[config.mk]
export PLATFORM = sky130hd
export DESIGN_NAME = regfile_scoreboard
export DESIGN_NICKNAME = d
export VERILOG_FILES = /design/src/rtl/regfile_scoreboard.sv
export SDC_FILE = /design/constraint.sdc
export NUM_CORES = 1
export LEC_CHECK = 0
export BUFFER_PORTS_ARGS = -buffer_cell sky130_fd_sc_hd__buf_4
export CAP_MARGIN = 20
export CORE_MARGIN = 4
export CORE_UTILIZATION = 60
export DETAILED_ROUTE_END_ITERATION = 16
export GPL_TIMING_DRIVEN = 1
export PLACE_DENSITY = 0.77
export SETUP_SLACK_MARGIN = 0.02
export SLEW_MARGIN = 40
export SYNTH_ARGS = -nofsm -noshare
export SYNTH_HDL_FRONTEND = slang
export SYNTH_SLANG_ARGS = --single-unit
[constraint.sdc]
create_clock -name clk -period 4.2 [get_ports clk]
set_clock_uncertainty 0.05 [all_clocks]
set_input_delay 0.21 -clock clk [delete_from_list [all_inputs] [get_ports clk]]
set_output_delay 0.21 -clock clk [all_outputs]
set_load 0.05 [all_outputs]
[src/rtl/regfile_scoreboard.sv]
// Parametrised integer register file with a per-register pending bit and a sequenced
// clear engine that zeroes entries 1..NREG-1, one per cycle, after reset or on request.
module regfile_scoreboard #(
  parameter int unsigned XLEN   = 32,
  parameter int unsigned AW     = 5,
  parameter int unsigned BYPASS = 1
) (
  input  logic            clk,
  input  logic            rst_n,
  input  logic            clr_start,
  output logic            busy,
  input  logic [AW-1:0]   rs1_addr,
  input  logic [AW-1:0]   rs2_addr,
  output logic [XLEN-1:0] rd1_data,
  output logic [XLEN-1:0] rd2_data,
  output logic            pend1,
  output logic            pend2,
  input  logic            we,
  input  logic [AW-1:0]   wa,
  input  logic [XLEN-1:0] wd,
  input  logic            res_en,
  input  logic [AW-1:0]   res_addr,
  output logic            dbg_state_o,
  output logic [AW-1:0]   dbg_idx_o
);

  localparam int unsigned NREG     = 1 << AW;
  localparam logic [AW-1:0] LAST_IDX = AW'(NREG - 1);
  localparam logic [AW-1:0] FIRST_IDX = AW'(1);

  typedef enum logic {
    S_IDLE  = 1'b0,
    S_CLEAR = 1'b1
  } state_e;

  state_e          state_q, state_d;
  logic [AW-1:0]   idx_q, idx_d;
  logic [XLEN-1:0] mem_q [NREG];
  logic [NREG-1:0] pend_q, pend_d;

  logic clr_go;
  logic mem_clr;
  logic wr_en;
  logic res_ok;

  // ---------------------------------------------------------------------------
  // Clear sequencer: state register / next-state / outputs
  // ---------------------------------------------------------------------------
  always_ff @(posedge clk or negedge rst_n) begin
    if (!rst_n) begin
      state_q <= S_CLEAR;
      idx_q   <= FIRST_IDX;
    end else begin
      state_q <= state_d;
      idx_q   <= idx_d;
    end
  end

  always_comb begin
    state_d = state_q;
    idx_d   = idx_q;
    case (state_q)
      S_IDLE: begin
        if (clr_start) begin
          state_d = S_CLEAR;
          idx_d   = FIRST_IDX;
        end
      end
      S_CLEAR: begin
        idx_d = idx_q + FIRST_IDX;
        if (idx_q == LAST_IDX) begin
          state_d = S_IDLE;
        end
      end
      default: begin
        state_d = S_IDLE;
      end
    endcase
  end

  always_comb begin
    busy    = (state_q == S_CLEAR);
    mem_clr = (state_q == S_CLEAR);
    clr_go  = (state_q == S_IDLE) && clr_start;
  end

  assign dbg_state_o = state_q;
  assign dbg_idx_o   = idx_q;

  // ---------------------------------------------------------------------------
  // Storage: no reset; the sequencer is the only thing that zeroes it
  // ---------------------------------------------------------------------------
  assign wr_en  = we && !busy && (wa != '0);
  assign res_ok = res_en && !busy && (res_addr != '0);

  always_ff @(posedge clk) begin
    if (mem_clr) begin
      mem_q[idx_q] <= '0;
    end else if (wr_en) begin
      mem_q[wa] <= wd;
    end
  end

  // ---------------------------------------------------------------------------
  // Pending bits: a release and a reservation to the same register leave it set,
  // because the reservation belongs to the newer instruction.
  // ---------------------------------------------------------------------------
  always_comb begin
    pend_d = pend_q;
    if (clr_go) begin
      pend_d = '0;
    end else begin
      if (wr_en) begin
        pend_d[wa] = 1'b0;
      end
      if (res_ok) begin
        pend_d[res_addr] = 1'b1;
      end
    end
    pend_d[0] = 1'b0;
  end

  always_ff @(posedge clk or negedge rst_n) begin
    if (!rst_n) begin
      pend_q <= '0;
    end else begin
      pend_q <= pend_d;
    end
  end

  // ---------------------------------------------------------------------------
  // Read ports (combinational)
  // ---------------------------------------------------------------------------
  always_comb begin
    rd1_data = '0;
    pend1    = 1'b0;
    if ((rs1_addr != '0) && !busy) begin
      if ((BYPASS != 0) && we && (wa == rs1_addr)) begin
        rd1_data = wd;
      end else begin
        rd1_data = mem_q[rs1_addr];
      end
      pend1 = pend_q[rs1_addr];
      if ((BYPASS != 0) && we && (wa == rs1_addr) && !(res_en && (res_addr == rs1_addr))) begin
        pend1 = 1'b0;
      end
    end
  end

  always_comb begin
    rd2_data = '0;
    pend2    = 1'b0;
    if ((rs2_addr != '0) && !busy) begin
      if ((BYPASS != 0) && we && (wa == rs2_addr)) begin
        rd2_data = wd;
      end else begin
        rd2_data = mem_q[rs2_addr];
      end
      pend2 = pend_q[rs2_addr];
      if ((BYPASS != 0) && we && (wa == rs2_addr) && !(res_en && (res_addr == rs2_addr))) begin
        pend2 = 1'b0;
      end
    end
  end

  // ---------------------------------------------------------------------------
  // Structural invariants
  // ---------------------------------------------------------------------------
  a_pend0_zero: assert property (@(posedge clk) disable iff (!rst_n) pend_q[0] == 1'b0);
  a_idx_nonzero: assert property (@(posedge clk) disable iff (!rst_n)
    (state_q == S_CLEAR) |-> (idx_q != '0));

endmodule

==> metrics.md <==
| Metric | Value |
|---|---|
| Cells after Synth | `2558` |
| VDD IR max | `0.000514 V` |
| Switching Fraction | `0.284` |
| Ys async rst share | `0.0349` |
| Worst path bufs/invs | `2` |
| Worst Path Required | `about 3.9 ns` |
| Met1 global-route usage | `0.450` |
| Share of layout cells above drive strength 1 | `0.379` |
| Worst r2r path cells | `6` |
| Slew Limit Fails | `0` |
| Crit path time final | `3.76 ns` |
| Synthesized area | `~0.05 mm^2` |
| Via Count | `around 30000` |
| Reg-to-Reg End | `mem_q[30][15]` |
| Mean post-synth cell area | `~20 um^2` |
| # DRC | `0` |
| TritonCTS Sinks | `approximately 1100` |
| Setup slack after layout | `approximately 0.44 ns` |
| Cell leakage power | `approximately 0.019 uW` |
| Final net count | `2777` |
| NetSw | `~8100 uW` |
| Core Box Area | `0.0825 mm^2` |
| Highest Clock Rate | `about 270 MHz` |
| Clk_lat worst skew | `between 0.6 and 0.7 ns` |
| Initial antenna violation count | `2` |
| WS Path Type | `flop to primary output` |
| Hpwl dp | `88000 um` |
| Beginning of the worst hold path | `we` |
| Sequential share of the synthesized area | `0.632` |
| Row count | `105` |
| R2R Setup Slk | `around 0.70 ns` |
| WL/cell | `approximately 37 um` |
| Post-synth top area cell | `edfxtp_1` |
| GRT met3 Usage | `0.0893` |
| CTS Buf Count | `107` |
| Detail Route Antenna Nets | `0` |
| Reg power frac | `0.477` |
| Worst hold path depth | `5` |
| Crit share post-route | `0.896` |
| Die area | `approximately 0.088 mm^2` |
| CP endpoint kind | `primary output` |
| Total track usage | `0.329` |
| Pin count of the biggest net entering global routing | `82` |
| Worst hold path type | `primary input to flop` |
| Area Growth Syn to Fin | `13.1%` |
| Finish-stage setup viols | `0` |
| Final Core Density | `0.688` |
| Hold-fix buffers, CTS | `23` |
| Status | `complete, no violations` |
| Placement Cell Area | `around 0.053 mm^2` |
| Post-synth EDFFs | `between 1000 and 1500` |
| Max clock buf depth | `3` |
| PD cells | `slightly above 500 mW/mm^2` |
| Final Instance Area | `around 0.057 mm^2` |
| Setup tns final | `0 ns` |
| I/O Buffers | `around 130` |
| Int Power | `20500 uW` |
| Slowest stage delay, CP | `0.81 ns` |
| Final Hold Viols | `0` |
| N_diodes | `0` |
| Synth top area share | `0.613` |
| Die width | `roughly 300 um` |
| Crit path cell chain | `a21o_1 > a31o_2 > buf_4 > a211oi_1 > a22o_1 > buf_4` |
| Final GP Congestion | `0.893` |
| Vias per cell | `7.76` |
| GR Util met2 | `0.512` |
| CP arrival | `3.50 ns` |
| Drt first pass iters | `8` |
| Worst Tran Pin Value | `~0.86 ns` |
| Clk pwr share | `0.333` |
| CTS tree | `built` |
| Post-CTS Setup Inserts | `0` |
| Worst r2r src | `busy` |
| Synth area leaders | `edfxtp_1 61%, mux4_2 24%, dfrtp_1 1.7%` |
| Min Hold Slack | `0.171 ns` |
| First DRT Iteration DRCs | `4083` |
| Comb pwr share | `0.190` |
| Count leader, synth | `edfxtp_1` |
| Worst-path clk slew | `0.07 ns` |
| Synth Flop Type | `edfxtp_1` |
| First-pass GRT wire length | `between 200000 and 250000 um` |
| Yosys warning count | `0` |
| Syn Nets | `about 2600` |
| Post-Route WL | `145000 um` |
| CP max stage cell | `dfstp_2` |
| Count of state elements after synthesis | `about 1100` |
| Grt total ovfl | `0` |
| H-tree depth | `3` |
| Worst Setup Start Kind | `flop` |
| Top-Level Pins | `130` |
| Hold endpoint | `pend_q[2]` |
| RSZ-0062 raised after global routing | `no` |
| Synth top cells by count | `1024 x edfxtp_1, 530 x mux4_2, 95 x o22ai_1` |
| Most frequent CP cell | `buf_4` |
| CP max FO | `24` |
| Max-slew headroom | `0.427` |
| Die H | `approximately 300 um` |
| DP Worst Slack | `roughly 0.90 ns` |
| # resized after CTS | `0` |
| Max-capacitance violation count | `0` |
| Distinct cells, synth | `49` |
| Initial core utilization | `0.608` |
| Vias in the first global route | `around 31000` |
| Busiest grt layer | `met2` |
| Root Buffer | `clkbuf_16` |
| Top delay family on crit path | `compound AO/OA/AOI/OAI gates` |
## power by group through the flow
stage,clock network (uW),registers (uW),logic (uW)
floorplan,0,13700,3150
global placement,0,13700,5150
detailed placement,0,13800,5290
CTS,9570,13700,5340
global route,10100,13800,5610
finish,9520,13700,5450
## final cells by class
| type | count | area [um^2] |
|---|---|---|
| tap | 1070 | 1340 |
| clock buffer | 127 | 2750 |
| clock inverter | 74 | 721 |
| sequential | 1061 | 31700 |
| inverter | 4 | 15.0 |
| multi-input combinational | 1282 | 17800 |
| fill | 4953 | 25800 |
| timing repair buffer | 262 | 2460 |
## per-stage QoR
step | instances | power [uW]
after floorplan | 2558 | 16900
after detailed placement | 3655 | 19100
after global placement | 3654 | 18900
final | 3880 | 28600
after CTS | 3879 | 28600
after global routing | 3880 | 29400
## cells in the final DEF, fill, tap and decap left out, types with 33 or more instances in the layout
cell type	n
a22o_1	35
a22oi_1	58
buf_4	203
clkbuf_16	107
dfrtp_1	35
edfxtp_1	1024
mux2_2	63
mux2i_1	70
mux4_2	530
nand2_1	35
nand3_1	48
nor2_4	37
o21ai_0	33
o22ai_1	94
## how the worst max path moves through the flow
stage | start | endpoint | slack [ns] | depth (start not counted)
CTS | busy | rd1_data[30] | 0.51 | 6
finish | busy | rd1_data[30] | 0.44 | 6
global route | busy | rd1_data[30] | 0.42 | 6
detailed placement | busy | mem_q[15][15] | 0.90 | 6
floorplan | busy | mem_q[20][0] | 0.81 | 5
global placement | busy | mem_q[30][27] | 0.95 | 6
## tightest hold or removal path: stages
cell      delay, ns
buf_4          0.14
nor2b_1        0.19
nand3_1        0.15
o211ai_1       0.09
o21ai_0        0.07
## state kept, by name, summed over array words and instances (netlist names)
register,flops
mem_q,1024
busy,1
dbg_idx_o,5
pend_q,31
## routing by layer
metal | vias up | part of all wire
met5 | - | 0.00013
li1 | 11500 | -
met1 | 15700 | 0.34
met3 | 403 | 0.14
met4 | 2 | 0.046
met2 | 2521 | 0.48
## cell families (layout without fill, tap and decap cells)
logic type | after synthesis | count (layout) | share of synthesized area
and+or+nand+nor | 225 | 225 | 0.0227
muxes | 663 | 663 | 0.266
xor gates and xnor gates | 22 | 22 | 0.00384
AOI/OAI and AO/OA | 370 | 370 | 0.0535
DFF | 1061 | 1061 | 0.632
adders and majority gates | 2 | 2 | 0.000499
buffers and inverters | 215 | 467 | 0.0219
Note: power is estimated with default switching activity, not from simulation.
